**config.mk**
```make
export PLATFORM = sky130hd
export DESIGN_NAME = mux_sel_arb
export DESIGN_NICKNAME = d
export VERILOG_FILES = /design/src/rtl/mux_sel_pkg.sv /design/src/rtl/mux_sel_arb_rr_pick7.sv /design/src/rtl/mux_sel_arb.sv
export SDC_FILE = /design/constraint.sdc
export NUM_CORES = 1
export LEC_CHECK = 0
export ABC_AREA = 1
export BUFFER_PORTS_ARGS = -buffer_cell sky130_fd_sc_hd__buf_2
export CORE_ASPECT_RATIO = 2
export CORE_MARGIN = 2
export CORE_UTILIZATION = 45
export DETAILED_ROUTE_END_ITERATION = 8
export PLACE_DENSITY = 0.67
export SLEW_MARGIN = 20
export SYNTH_ARGS = -nofsm -noshare
export SYNTH_HDL_FRONTEND = slang
export SYNTH_SLANG_ARGS = --single-unit
```
**constraint.sdc**
```tcl
create_clock -name clk -period 2.1 [get_ports clk]
set_input_delay 0.315 -clock clk [delete_from_list [all_inputs] [get_ports clk]]
set_output_delay 0.315 -clock clk [all_outputs]
set_load 0.01 [all_outputs]
```
**src/rtl/mux_sel_pkg.sv**
```systemverilog
// Shared types and constants for the mux select arbiter.
// Rotating priority is enabled by defining MUX_SEL_RR_EN.
package mux_sel_pkg;

  localparam int unsigned NSRC = 7;
  localparam int unsigned IDXW = 3;

  typedef enum logic [1:0] {
    IDLE  = 2'd0,
    GRANT = 2'd1,
    GAP   = 2'd2
  } state_e;

  // Convert a source index into the mux's one-hot select code.
  function automatic logic [NSRC-1:0] idx2onehot(input logic [IDXW-1:0] idx);
    logic [NSRC-1:0] oh;
    oh = '0;
    for (int unsigned i = 0; i < NSRC; i++) begin
      oh[i] = (idx == IDXW'(i));
    end
    return oh;
  endfunction

endpackage

```
**src/rtl/mux_sel_arb_rr_pick7.sv**
```systemverilog
// Combinational rotating-priority picker over seven requesters.
// Search starts at ptr and wraps 6->0; ptr tied to 0 gives fixed priority.
module rr_pick7
  import mux_sel_pkg::*;
(
  input  logic [NSRC-1:0] req,
  input  logic [IDXW-1:0] ptr,
  output logic            valid,
  output logic [IDXW-1:0] idx
);

  int unsigned pos;

  // Scan from the farthest offset down so the nearest request at/above ptr wins.
  always_comb begin
    valid = 1'b0;
    idx   = '0;
    pos   = 0;
    for (int unsigned k = NSRC; k > 0; k--) begin
      pos = 32'(ptr) + k - 1;
      if (pos >= NSRC) pos = pos - NSRC;
      if (req[IDXW'(pos)]) begin
        valid = 1'b1;
        idx   = IDXW'(pos);
      end
    end
  end

endmodule

```
**src/rtl/mux_sel_arb.sv**
```systemverilog
// One-hot select generator for the 32-bit two-input data muxes.
// Arbitrates seven b-path sources, holds the grant HOLD cycles, acks, then
// returns to the a-path for one GAP cycle.
// Define MUX_SEL_RR_EN for rotating priority; otherwise req[0] has priority.
module mux_sel_arb
  import mux_sel_pkg::*;
#(
  parameter int unsigned HOLD = 1
) (
  input  logic       clk,
  input  logic       rst_n,
  input  logic [6:0] req,
  output logic [6:0] opt,
  output logic [2:0] gnt_idx,
  output logic [6:0] ack,
  output logic       busy
);

  localparam int unsigned CNTW = 4;
  localparam logic [CNTW-1:0] HOLD_M1 = CNTW'(HOLD - 1);

  state_e          state_q, state_d;
  logic [NSRC-1:0] opt_q, opt_d;
  logic [IDXW-1:0] gnt_idx_q, gnt_idx_d;
  logic [NSRC-1:0] ack_q, ack_d;
  logic            busy_q, busy_d;
  logic [CNTW-1:0] cnt_q, cnt_d;

  logic            pick_valid;
  logic [IDXW-1:0] pick_idx;
  logic [IDXW-1:0] pick_ptr;
  logic            owner_req;

`ifdef MUX_SEL_RR_EN
  logic [IDXW-1:0] ptr_q, ptr_d;
  assign pick_ptr = ptr_q;
`else
  assign pick_ptr = '0;
`endif

  rr_pick7 u_pick (
    .req   (req),
    .ptr   (pick_ptr),
    .valid (pick_valid),
    .idx   (pick_idx)
  );

  // The grantee's request, read through the held one-hot code.
  assign owner_req = |(req & opt_q);

  // ack is registered, so it is loaded on the edge entering the last held
  // cycle; a request seen low on that edge is an abort and gets no ack.
  always_comb begin
    state_d   = state_q;
    opt_d     = opt_q;
    gnt_idx_d = gnt_idx_q;
    ack_d     = '0;
    cnt_d     = cnt_q;
`ifdef MUX_SEL_RR_EN
    ptr_d     = ptr_q;
`endif
    case (state_q)
      IDLE: begin
        opt_d     = '0;
        gnt_idx_d = '0;
        if (pick_valid) begin
          state_d   = GRANT;
          opt_d     = idx2onehot(pick_idx);
          gnt_idx_d = pick_idx;
          cnt_d     = HOLD_M1;
          if (HOLD_M1 == '0) ack_d = idx2onehot(pick_idx);
`ifdef MUX_SEL_RR_EN
          ptr_d = (pick_idx == IDXW'(NSRC - 1)) ? '0 : pick_idx + 3'd1;
`endif
        end
      end
      GRANT: begin
        if (cnt_q == '0 || !owner_req) begin
          state_d   = GAP;
          opt_d     = '0;
          gnt_idx_d = '0;
          cnt_d     = '0;
        end else begin
          cnt_d = cnt_q - 4'd1;
          if (cnt_q == 4'd1) ack_d = opt_q;
        end
      end
      GAP: begin
        state_d   = IDLE;
        opt_d     = '0;
        gnt_idx_d = '0;
        cnt_d     = '0;
      end
      default: begin
        state_d   = IDLE;
        opt_d     = '0;
        gnt_idx_d = '0;
        cnt_d     = '0;
      end
    endcase
    busy_d = (state_d != IDLE);
  end

  // State, counter and registered outputs.
  always_ff @(posedge clk or negedge rst_n) begin
    if (!rst_n) begin
      state_q   <= IDLE;
      opt_q     <= '0;
      gnt_idx_q <= '0;
      ack_q     <= '0;
      busy_q    <= 1'b0;
      cnt_q     <= '0;
    end else begin
      state_q   <= state_d;
      opt_q     <= opt_d;
      gnt_idx_q <= gnt_idx_d;
      ack_q     <= ack_d;
      busy_q    <= busy_d;
      cnt_q     <= cnt_d;
    end
  end

`ifdef MUX_SEL_RR_EN
  // Rotating-priority pointer.
  always_ff @(posedge clk or negedge rst_n) begin
    if (!rst_n) ptr_q <= '0;
    else        ptr_q <= ptr_d;
  end
`endif

  assign opt     = opt_q;
  assign gnt_idx = gnt_idx_q;
  assign ack     = ack_q;
  assign busy    = busy_q;

endmodule

```
# Word level (Yosys, flattened, before mapping)
# Index checks and enable logic that the tools add are counted.
# classes
eq_ne	10
shifts	0
order_cmp	0
bitwise	1
n_mul	0
addsub	1
muxes	29
reduce_logical	7
n_div	0
# op_table
op	count
two-way mux 7 bit	4
case mux 7 bit (2 select lines)	2
two-way mux 3 bit	9
== test 3 bit, second input constant	3
two-way mux 4 bit	2
case mux 4 bit (2 select lines)	1
AND 7 bit	1
two-way mux 1 bit	7
OR reduction 7 bit	1
== test 3 x 2 -> 1 bit, second input constant	2
case mux 3 bit (2 select lines)	1
== test 4 x 1 -> 1 bit, second input constant	1
logical NOT 4 bit	1
two-way mux 2 bit	2
inequality test 2 bit, second input constant	2
case mux 2 bit (2 select lines)	1
subtractor 4 x 1 -> 4 bit, second input constant	1
== test 3 x 1 -> 1 bit, second input constant	1
logical NOT 3 bit	1
== test 2 x 1 -> 1 bit, second input constant	1
logical NOT 2 bit	1
nonzero test 2 bit	1
logical NOT 1 bit	1
logical OR 1 bit	1
# word_totals
mem_count	0
mem_bits_rw	0
input_bits	9
romBits	0
latchBits	0
register_bits	24

# Longest topological paths before layout
# Gate-level depths: netlist of run 1.
# depth
word_depth	10
mapped_depth	8

# Modules after synthesis
# From an unflattened synthesis of run 1, not the netlist that was laid out.
# unflattened
hier_cells	394
hier_area_um2	2565.0
# modules_own_cells
mod	n_inst	area_each_um2	cells_per_inst
rr_pick7	1	1312.5	242
mux_sel_arb	1	1252.5	152

# Least setup slack after synthesis of run 1
# No wires, ideal clock.
# synth_path
path_kind	flip-flop to flip-flop
startpoint	register cnt_q[0]
endpoint	register ack_q[3] (netlist: ack[3])
required_ns	1.980
period_less_slack_ns	1.179
setup_ns	0.120
arrival_time_ns	1.059
n_path_buf	1
path_slack_ns	0.921
path_stages_with_launch	7
cell_sequence	dfrtp_1 > inv_1 > ha_1 > nand3_2 > buf_2 > nand4_1 > nand2_1
# synth_between
elab_chain_cells	4
word_cells_on_any_way	6
# synth_rtl
item	line	source
from (decl)	mux_sel_arb.sv:27	logic [CNTW-1:0] cnt_q, cnt_d;
from (signal assigned)	mux_sel_arb.sv:119	cnt_q <= cnt_d;
== test 4 x 1 -> 1 bit or logical NOT 4 bit (tied branches)	mux_sel_arb.sv:85, mux_sel_arb.sv:78	
two-way mux 7 bit or logical OR 1 bit (tied branches)	mux_sel_arb.sv:85, mux_sel_arb.sv:78	
two-way mux 7 bit (*)	mux_sel_arb.sv:78	if (cnt_q == '0 || !owner_req) begin
case mux 7 bit (2 select lines) (*)	mux_sel_arb.sv:62	case (state_q)
net ack_d[3]	mux_sel_arb.sv:25	logic [NSRC-1:0] ack_q, ack_d;
to (signal assigned)	mux_sel_arb.sv:117	ack_q <= ack_d;
to (decl)	mux_sel_arb.sv:25	
# Mark *: on every way through the listed nets, which the timed path passes. The rest lies on a longest branch.
# A chain may end at the register's enable or synchronous reset.

# Worst setup path in the final report of run 1
# layout_path
startpoint	register cnt_q[0]
endpoint	register state_q[0]
# layout_between
elab_chain_cells	4
# layout_rtl
item	line	source
logical NOT 4 bit	mux_sel_arb.sv:78	
logical OR 1 bit	mux_sel_arb.sv:78	
two-way mux 2 bit	mux_sel_arb.sv:78	
case mux 2 bit (2 select lines)	mux_sel_arb.sv:62	
net state_d[0]	mux_sel_arb.sv:22	state_e state_q, state_d;
to (signal assigned)	mux_sel_arb.sv:114	state_q <= state_d;
to (decl)	mux_sel_arb.sv:22	
# The timed path passes the listed nets, and every way through them passes these cells.

==> results of run 1 <==
critical path, cell delays in order (launching register included):
cell	delay, ns
dfrtp_1	0.40
inv_1	0.12
ha_1	0.22
nand3_2	0.38
a21boi_1	0.28
nand2_1	0.07
nand2_1	0.05
per-stage QoR:
step           hold WS (ns)  std cells  instance area, um2  utilization [%]
2_1_floorplan       0.01941        164                1348                -
3_3_place_gp         0.3190        215                1475            50.73
3_5_place_dp         0.3353        215                1475            50.73
4_1_cts             0.04083        219                1530            52.62
5_1_grt             0.07090        219                1530            52.62
6_report            0.01677        219                1530            52.62
path summary, 6_finish.rpt:
path | to | depth (start not counted)
max | state_q[0] | 6
min | cnt_q[3] | 1
max reg2reg | state_q[0] | 6
min reg2reg | gnt_idx[2] | 2
max in group asynchronous | gnt_idx[1] | 1
min in group clk | opt[0] | 3
cells in the final DEF (no fill, tap or decap):
| cell | netlist | routed |
|---|---|---|
| buf_4 | 2 | 1 |
| nand2_2 | 4 | 4 |
| nand3_1 | 9 | 9 |
| dfrtp_1 | 24 | 24 |
| clkbuf_8 | 0 | 4 |
| nor2_2 | 4 | 4 |
| xor2_1 | 1 | 1 |
| nand2_4 | 1 | 1 |
| and2_1 | 1 | 1 |
| buf_2 | 2 | 26 |
| inv_2 | 4 | 4 |
| nand3_2 | 3 | 3 |
| nor3_4 | 1 | 1 |
| nor2_4 | 4 | 4 |
| nand4_1 | 23 | 23 |
| inv_1 | 20 | 20 |
| a21boi_1 | 1 | 1 |
| ha_1 | 2 | 2 |
| nand2_1 | 44 | 44 |
| nand4_2 | 1 | 1 |
| o21ai_1 | 1 | 1 |
| nor2_1 | 10 | 10 |
layer usage:
metal / routed length (um) / global-route usage (%) / vias to the layer above
met3: 118 / 1.556 / 5
met1: 1226 / 21.79 / 564
met2: 1478 / 34.39 / 37
li1: - / - / 582
met4: 55 / 8.438 / 0
met5: 0 / 0 / -
sequential cells by signal, indices dropped and copies added, names as in the netlist:
name / flops
ack: 7
busy: 1
cnt_q: 4
gnt_idx: 3
opt: 7
state_q: 2
final cells by class:
cell class | count | area, um2
multi-input combinational | 110 | 609.3
fill | 294 | 1378
clock buffer | 4 | 55.05
sequential | 24 | 600.6
tap | 30 | 37.54
timing repair buffer | 27 | 137.6
inverter | 24 | 90.09
logic make-up (layout without fill, tap and decap cells):
| kind of cell | count (synthesis) | in the layout |
|---|---|---|
| XOR/XNOR | 1 | 1 |
| buffers and inverters | 30 | 55 |
| adder cells (fa/ha/maj) | 2 | 2 |
| flip-flops | 24 | 24 |
| AO/OA/AOI/OAI | 2 | 2 |
| AND/OR/NAND/NOR | 105 | 105 |
power groups by stage:
stage / combinational [mW] / clock [mW] / sequential (mW)
finish: 0.400 / 0.315 / 0.568
floorplan: 0.280 / 0 / 0.597
detailed placement: 0.400 / 0 / 0.577
CTS: 0.401 / 0.322 / 0.568
global placement: 0.385 / 0 / 0.575
global route: 0.441 / 0.336 / 0.575
==> flow_metrics.tcl, run 1 <==
set metrics [dict create \
    synth_top_cell_area_share_pct 44.57 \
    status "complete, no violations" \
    ys_warn_count 0 \
    core_um2 2908 \
    final_antenna_net_count 0 \
    cts_max_level 1 \
    rows 28 \
    async_reset_ff_share_pct 100.0 \
    clkLatencyLatePin_ns 0.27 \
    synth-edff-count 0 \
    peakVddDrop_uv 469.6 \
    cts_tree "built" \
    overflow 0 \
    end_kind "register" \
    maxCapViolCount 0 \
    drv_slew 0 \
    muxShareOfSynthArea_pct 0 \
    period_share_pct 77.76 \
    synth_compound_area_share_pct 0.9285 \
    synthAdderAreaFrac_pct 1.857 \
    clk_pin_slew_ns 0.09 \
    reg2reg_from "cnt_q[0]" \
    grt_pass1_wl_um 5030 \
    io_buffers 26 \
    synth_cell_types 22 \
    synthSimpleGateAreaFrac_pct 41.78 \
    powerDensity_nw_per_um2 838.1 \
    synth_top_area_cell "dfrtp_1" \
    synth-main-ff-cell "dfrtp_1" \
    crit_type "register to register" \
    synthTopCellsByArea "dfrtp_1, nand2_1, nand4_1, inv_1, nand3_1" \
    first_pass_iters 4 \
    tightest_slew_ns 0.5418 \
    num_io_pins 27 \
    die_x_um 42.70 \
    vias 1188 \
    synth-seq-cells 24 \
    place_congestion 0.8561 \
    antenna_cells 0 \
    clockBufferDepth 2 \
    swShare_pct 37.06 \
    yosys.cell_count.top_type "nand2_1" \
    grt_pass1_vias 1150 \
    synthXorXnorAreaFrac_pct 0.6500 \
    hold_class "input port to asynchronous set/reset pin" \
    rsz0062_at_grt "false" \
    intPower_mw 0.8073 \
    synth_top_family_by_area "simple AND/OR/NAND/NOR gates" \
    hold_viol_final 0 \
    sequentialPowerShare_pct 44.3 \
    root_buffer "clkbuf_8" \
    r2r_slack_ns 0.47 \
    die_area_um2 3475 \
    fin_tns_setup_ns 0 \
    synthTopCellsByCount "nand2_1, dfrtp_1, nand4_1, inv_1, nor2_1" \
    cts_made_buffers 3 \
    ys_seq_area_share_pct 44.57 \
    nets 201 \
    fin_total_pwr_mw 1.283 \
    finalWorstSetupSlack_ns 0.4671 \
    final-setup-viol-count 0 \
    cts_resized 0 \
    leakagePower_nw 0.8526 \
    grt_usage_pct 18.89 \
    slew_headroom_pct 63.88 \
    holdBufCountCts 0 \
    post-cts-setup-buffers 0 \
    critPathLaunch "cnt_q[0]" \
    avgViaCountPerCell 5.425 \
    avgRoutedWirePerCell_um 13.15 \
    switching_power_mw 0.4753 \
    antenna_found_initial 0 \
    synth_nets 175 \
    combPwrFrac_pct 31.2 \
    syn-cell-area_um2 1348 \
    post-place-ws_ns 0.4964 \
    cp.required_ns 2.26 \
    fmaxAchievable_mhz 612.4 \
    route.detailed.drc 0 \
    netlist_instances 164 \
    syn_avg_cell_area_um2 8.217 \
    cts.sinks 24 \
    arrival_ns 1.80 \
    cp-start-kind "register" \
    cp_max_fo 22 \
    pwr-share-clk_pct 24.6 \
    drtIter0Drc 25 \
    areaGrowthSynthToFinish_pct 13.56 \
    fp.dieH_um 81.39 \
    fin_crit_ns 1.633 \
    initial_core_util_pct 46.34 \
    dp_hpwl_um 2131 \
    grt_max_degree 25 \
    skew_ns 0.007015 \
    wl_um 2879 \
    layout-drive-gt1-share_pct 28.04 \
]
No activity file was read; power rests on OpenSTA's default activity.
==> inputs of run 2 (changes only) <==
--- a/config.mk
+++ b/config.mk
@@ -5,13 +5,12 @@
 export SDC_FILE = /design/constraint.sdc
 export NUM_CORES = 1
 export LEC_CHECK = 0
-export ABC_AREA = 1
+export ABC_AREA = 0
 export BUFFER_PORTS_ARGS = -buffer_cell sky130_fd_sc_hd__buf_2
-export CORE_ASPECT_RATIO = 2
 export CORE_MARGIN = 2
 export CORE_UTILIZATION = 45
 export DETAILED_ROUTE_END_ITERATION = 8
-export PLACE_DENSITY = 0.67
+export PLACE_DENSITY = 0.69
 export SLEW_MARGIN = 20
 export SYNTH_ARGS = -nofsm -noshare
 export SYNTH_HDL_FRONTEND = slang
==> constraint.sdc (replaced) <==
create_clock -name clk -period 1.55 [get_ports clk]
set_input_delay 0.2325 -clock clk [delete_from_list [all_inputs] [get_ports clk]]
set_output_delay 0.2325 -clock clk [all_outputs]
set_load 0.01 [all_outputs]
==> run 2 against run 1 <==
Critical path depth shrank 2. Global-route usage increased by 0.79 points. Largest cell class is now flip-flops and latches. Largest power group unchanged. The flow now finishes with violations (negative setup slack). Sequential share of layout area grew 2.5 points.
==> flow_metrics.tcl, run 2 <==
set metrics [dict create \
    final_cell_mix "buf_2, dfrtp_1, buf_4, a22o_1, a21o_1" \
    grt_pass1_wl_um 3967 \
    final_common_cell "buf_2" \
    use_met3_pct 3.107 \
    leakagePower_nw 0.7923 \
    netlist_instances 93 \
    status "finished, violations left" \
    clkLatencyLatePin_ns 0.31 \
    clk_pin_slew_ns 0.13 \
    seqCellArea_um2 600.6 \
    synth-main-ff-cell "dfrtp_1" \
    async_reset_ff_share_pct 100.0 \
    synthTopCellsByArea "dfrtp_1, a22o_1, a21o_1, o2bb2ai_1, ha_1" \
    hold_depth 2 \
    areaGrowthSynthToFinish_pct 30.72 \
    finalWorstSetupSlack_ns -0.01017 \
    violations "negative setup slack" \
    root_buffer "clkbuf_4" \
    ys_warn_count 0 \
    min_to "ack[2]" \
    final_antenna_net_count 0 \
    drv_slew 0 \
    hold_class "input port to register" \
    powerDensity_nw_per_um2 1061 \
    io_buffers 26 \
    reg2reg_from "opt[1]" \
    dp_hpwl_um 1851 \
    rows 17 \
    critPathMaxStageDelay_ns 0.41 \
    vias 954 \
    cts_made_buffers 3 \
    avgRoutedWirePerCell_um 15.14 \
    fp.dieH_um 53.44 \
    grt_usage_pct 19.68 \
    syn_avg_cell_area_um2 11.83 \
    multi_input_area_um2 483.0 \
    antenna_cells 0 \
    num_io_pins 27 \
    period_share_pct 100.7 \
    synth_nets 104 \
    wl_um 2528 \
    cts_max_level 1 \
    hold_viol_final 0 \
    first_pass_iters 4 \
    cts.sinks 24 \
    core_um2 2255 \
    cp-start-kind "register" \
    path_delay_family "simple AND/OR/NAND/NOR gates" \
    cp.required_ns 1.76 \
    synth-edff-count 0 \
    arrival_ns 1.77 \
    nets 151 \
    syn-cell-area_um2 1100 \
    synth_cell_types 32 \
    route.detailed.drc 0 \
    slew_headroom_pct 58.69 \
    clockBufferDepth 2 \
    grt_pass1_vias 913 \
    r2r_cells 4 \
    skew_ns 0.006987 \
    met1_usage_pct 23.35 \
    whs_ns 0.2093 \
    rsz0062_at_grt "true" \
    hold_path.startpoint "req[2]" \
    synthTopCellsByCount "dfrtp_1, a22o_1, a21o_1, nand2_1, nor2_1" \
    busiest_layer "met2" \
    r2r_slack_ns -0.01 \
    tightest_slew_ns 0.6154 \
    antenna_found_initial 0 \
    final-setup-viol-count 2 \
    crit_chain "a222oi_1 -> nand3_1 -> and3_4 -> mux2_2" \
    place_inst 160 \
    layout-drive-gt1-share_pct 39.57 \
    place_congestion 0.8817 \
    final_area_um2 1438 \
    grt_max_degree 25 \
    fin_total_pwr_mw 1.526 \
    drtIter0Drc 15 \
    peakVddDrop_uv 695.7 \
    ys_seq_area_share_pct 54.61 \
    synth_top_cell_area_share_pct 54.61 \
    end_kind "register" \
    fmaxAchievable_mhz 641.0 \
    maxCapViolCount 0 \
    place_area_um2 1355 \
    die_x_um 53.44 \
    cts_tree "built" \
    cp_max_fo 7 \
    initial_core_util_pct 48.78 \
    synth_top_area_cell "dfrtp_1" \
    use_met2_pct 33.13 \
    overflow 0 \
    avgViaCountPerCell 5.713 \
    synth-seq-cells 24 \
    yosys.cell_count.top_type "dfrtp_1" \
    path_buf_inv 0 \
    final_core_util_pct 63.76 \
    fin_crit_ns 1.560 \
    worst_r2r_endpoint "cnt_q[0]" \
    cp_slowest_cell "dfrtp_1" \
    instances_no_fill 167 \
    die_area_um2 2855 \
    nFillCells 206 \
    crit_type "register to register" \
]
==> run 2: cell type report <==
| type | instances | share of cell area, % |
|---|---|---|
| multi-input combinational | 64 | 33.59 |
| timing repair buffer | 43 | 18.62 |
| clock buffer | 4 | 2.524 |
| inverter | 4 | 1.044 |
| tap | 28 | 2.437 |
| sequential | 24 | 41.78 |
==> run 2: metal layers <==
metal	routed length, um	share of wire (%)
met1	1149	45
met5	0	0
met2	1156	46
met4	67	2.7
met3	154	6.1
==> run 2: through the flow <==
step                setup TNS (ns)  worst slack, ns
detailed placement        -0.04646         -0.02879
finish                    -0.01828         -0.01017
floorplan                        0          0.02132
CTS                       -0.06319         -0.02957
global placement         -0.004234        -0.004234
global route               -0.9763         -0.09026
==> run 2: timing repair <==
action | 4_1_cts | 5_1_grt
resized for setup | 4 | 1
endpoints found under the hold margin | 24 | 0
endpoints found under the setup margin | 7 | 18
setup buffers | 0 | 1
gates cloned | 0 | 1
hold buffers | 1 | 0
pin swaps | 3 | 11
==> run 2: how the worst max path moves through the flow <==
stage          slack, ns  depth (start not counted)    endpoint  startpoint
4_1_cts            -0.03                          4  state_q[0]      opt[1]
3_3_place_gp      -0.004                          6      ack[4]    cnt_q[0]
3_5_place_dp       -0.03                          5      ack[5]      opt[1]
6_report           -0.01                          4    cnt_q[0]      opt[1]
5_1_grt            -0.09                          4    cnt_q[0]      opt[1]
2_1_floorplan       0.02                          5      ack[5]      opt[1]
==> run 2: cells by family (layout without fill, tap and decap cells) <==
group / count (synthesis) / in the layout / share of synthesized area, %
adders and majority gates: 2 / 2 / 2.275
muxes: 1 / 1 / 1.024
and+or+nand+nor: 31 / 32 / 17.63
DFF: 24 / 24 / 54.61
AOI/OAI and AO/OA: 29 / 29 / 21.05
buffers and inverters: 6 / 51 / 3.412
==> run 2: where the power goes <==
part,internal (mW),leakage (nW),switching (mW)
Sequential,0.708,0.325,0.0752
Combinational,0.203,0.446,0.215
Clock,0.143,0.0210,0.181
==> inputs of run 3 (changes only) <==
--- a/config.mk
+++ b/config.mk
@@ -10,7 +10,7 @@
 export CORE_MARGIN = 2
 export CORE_UTILIZATION = 45
 export DETAILED_ROUTE_END_ITERATION = 8
-export PLACE_DENSITY = 0.69
+export PLACE_DENSITY = 0.72
 export SLEW_MARGIN = 20
 export SYNTH_ARGS = -nofsm -noshare
 export SYNTH_HDL_FRONTEND = slang
==> constraint.sdc (replaced) <==
create_clock -name clk -period 1.3 [get_ports clk]
set_input_delay 0.195 -clock clk [delete_from_list [all_inputs] [get_ports clk]]
set_output_delay 0.195 -clock clk [all_outputs]
set_load 0.01 [all_outputs]
==> run 3 against run 2 <==
The run still ends with negative setup slack left. Register-to-register slack got worse by 0.24 ns. Largest cell class unchanged. Hold slack gained 0.034 ns. Highest routed layer unchanged. Sequential share of layout area down 3.9 points.
==> flow_metrics.tcl, run 3 (synthesized netlist as in run 2, its figures left out) <==
set metrics [dict create \
    leakagePower_nw 0.8660 \
    powerDensity_nw_per_um2 1229 \
    skew_ns 0.005628 \
    cts_tree "built" \
    hold_viol_final 0 \
    vias 958 \
    period_share_pct 119.6 \
    fin_crit_ns 1.555 \
    slew_headroom_pct 63.77 \
    antenna_cells 0 \
    maxCapViolCount 0 \
    avgViaCountPerCell 5.352 \
    post-place-ws_ns -0.2335 \
    overflow 0 \
    grt_pass1_wl_um 4202 \
    grt_max_degree 25 \
    busiest_layer "met2" \
    cts_max_level 1 \
    peakVddDrop_uv 779.5 \
    root_buffer "clkbuf_4" \
    drtIter0Drc 11 \
    place_inst 172 \
    cp.required_ns 1.52 \
    areaGrowthSynthToFinish_pct 44.60 \
    route.detailed.drc 0 \
    rsz0062_at_grt "true" \
    cp_max_fo 14 \
    fin_total_pwr_mw 1.954 \
    nets 163 \
    violations "negative setup slack" \
    die_area_um2 2855 \
    initial_core_util_pct 48.78 \
    nFillCells 175 \
    cts.sinks 24 \
    dp_hpwl_um 1886 \
    arrival_ns 1.77 \
    cts_made_buffers 3 \
    use_met3_pct 2.825 \
    crit_type "register to register" \
    die_x_um 53.44 \
    met1_usage_pct 25.94 \
    clockBufferDepth 2 \
    drv_slew 0 \
    first_pass_iters 4 \
    grt_usage_pct 20.96 \
    clk_pin_slew_ns 0.13 \
    final-setup-viol-count 23 \
    end_kind "register" \
    finalWorstSetupSlack_ns -0.2547 \
    rows 17 \
    antenna_found_initial 0 \
    io_buffers 26 \
    final_cell_mix "buf_4, buf_2, dfrtp_1, a22o_1, a21o_1" \
    fp.dieH_um 53.44 \
    clkLatencyLatePin_ns 0.31 \
    use_met2_pct 34.57 \
    final_antenna_net_count 0 \
    fmaxAchievable_mhz 643.2 \
    status "finished, violations left" \
    instances_no_fill 179 \
    grt_pass1_vias 968 \
    layout-drive-gt1-share_pct 52.32 \
    whs_ns 0.2431 \
    final_common_cell "buf_4" \
    num_io_pins 27 \
    tightest_slew_ns 0.5435 \
    cp-start-kind "register" \
    hold_class "input port to register" \
    wl_um 2616 \
    avgRoutedWirePerCell_um 14.61 \
    core_um2 2255 \
    place_congestion 0.8390 \
]
run 3: final cells by class:
cell class | instances | area [um2] | share of cell area (%)
clock buffer | 4 | 36.28 | 2.282
multi-input combinational | 63 | 540.5 | 33.99
tap | 28 | 35.03 | 2.203
sequential | 24 | 601.8 | 37.84
timing repair buffer | 56 | 361.6 | 22.74
inverter | 4 | 15.01 | 0.9441
run 3: path summary, 6_finish.rpt:
kind / start / endpoint / slack, ns / depth (start not counted)
worst max-delay path: opt[1] / cnt_q[0] / -0.25 / 4
worst min-delay path: req[2] / ack[2] / 0.24 / 3
worst max register to register: opt[1] / cnt_q[0] / -0.25 / 4
worst min register to register: gnt_idx[1] / gnt_idx[1] / 0.51 / 1
max in group asynchronous: rst_n / state_q[0] / 0.53 / 2
min in group asynchronous: rst_n / ack[2] / 0.39 / 2
run 3: per-layer routing:
metal	up-vias	share of wire (%)
met3	6	5.1
met1	458	45
met5	-	0
met2	29	49
li1	465	-
met4	0	1.2
run 3: where the power goes:
part / switching, mW / total (mW) / internal [mW]
Clock: 0.216 / 0.387 / 0.171
Combinational: 0.298 / 0.641 / 0.343
Sequential: 0.0783 / 0.926 / 0.848
run 3: worst max-delay path: stages, from the launching register on:
cell and delay (ns):
dfrtp_1 0.40, a222oi_1 0.31, nand3_1 0.21, and3_4 0.26, mux2_2 0.27
run 3: metrics by stage:
stage	TNS, ns	utilization (%)	cell area [um2]
global placement	-2.683	64.48	1454
global route	-4.769	70.53	1590
floorplan	-3.614	-	1109
CTS	-3.186	68.15	1536
finish	-3.892	70.53	1590
detailed placement	-3.270	64.48	1454
run 3: what timing repair did:
| action | CTS | global route |
|---|---|---|
| hold buffers | 1 | 0 |
| resized for setup | 8 | 10 |
| buffers inserted | 1 | 1 |
| hold endpoints to repair | 24 | 0 |
| endpoints found under the setup margin | 23 | 23 |
| pin swaps | 8 | 2 |
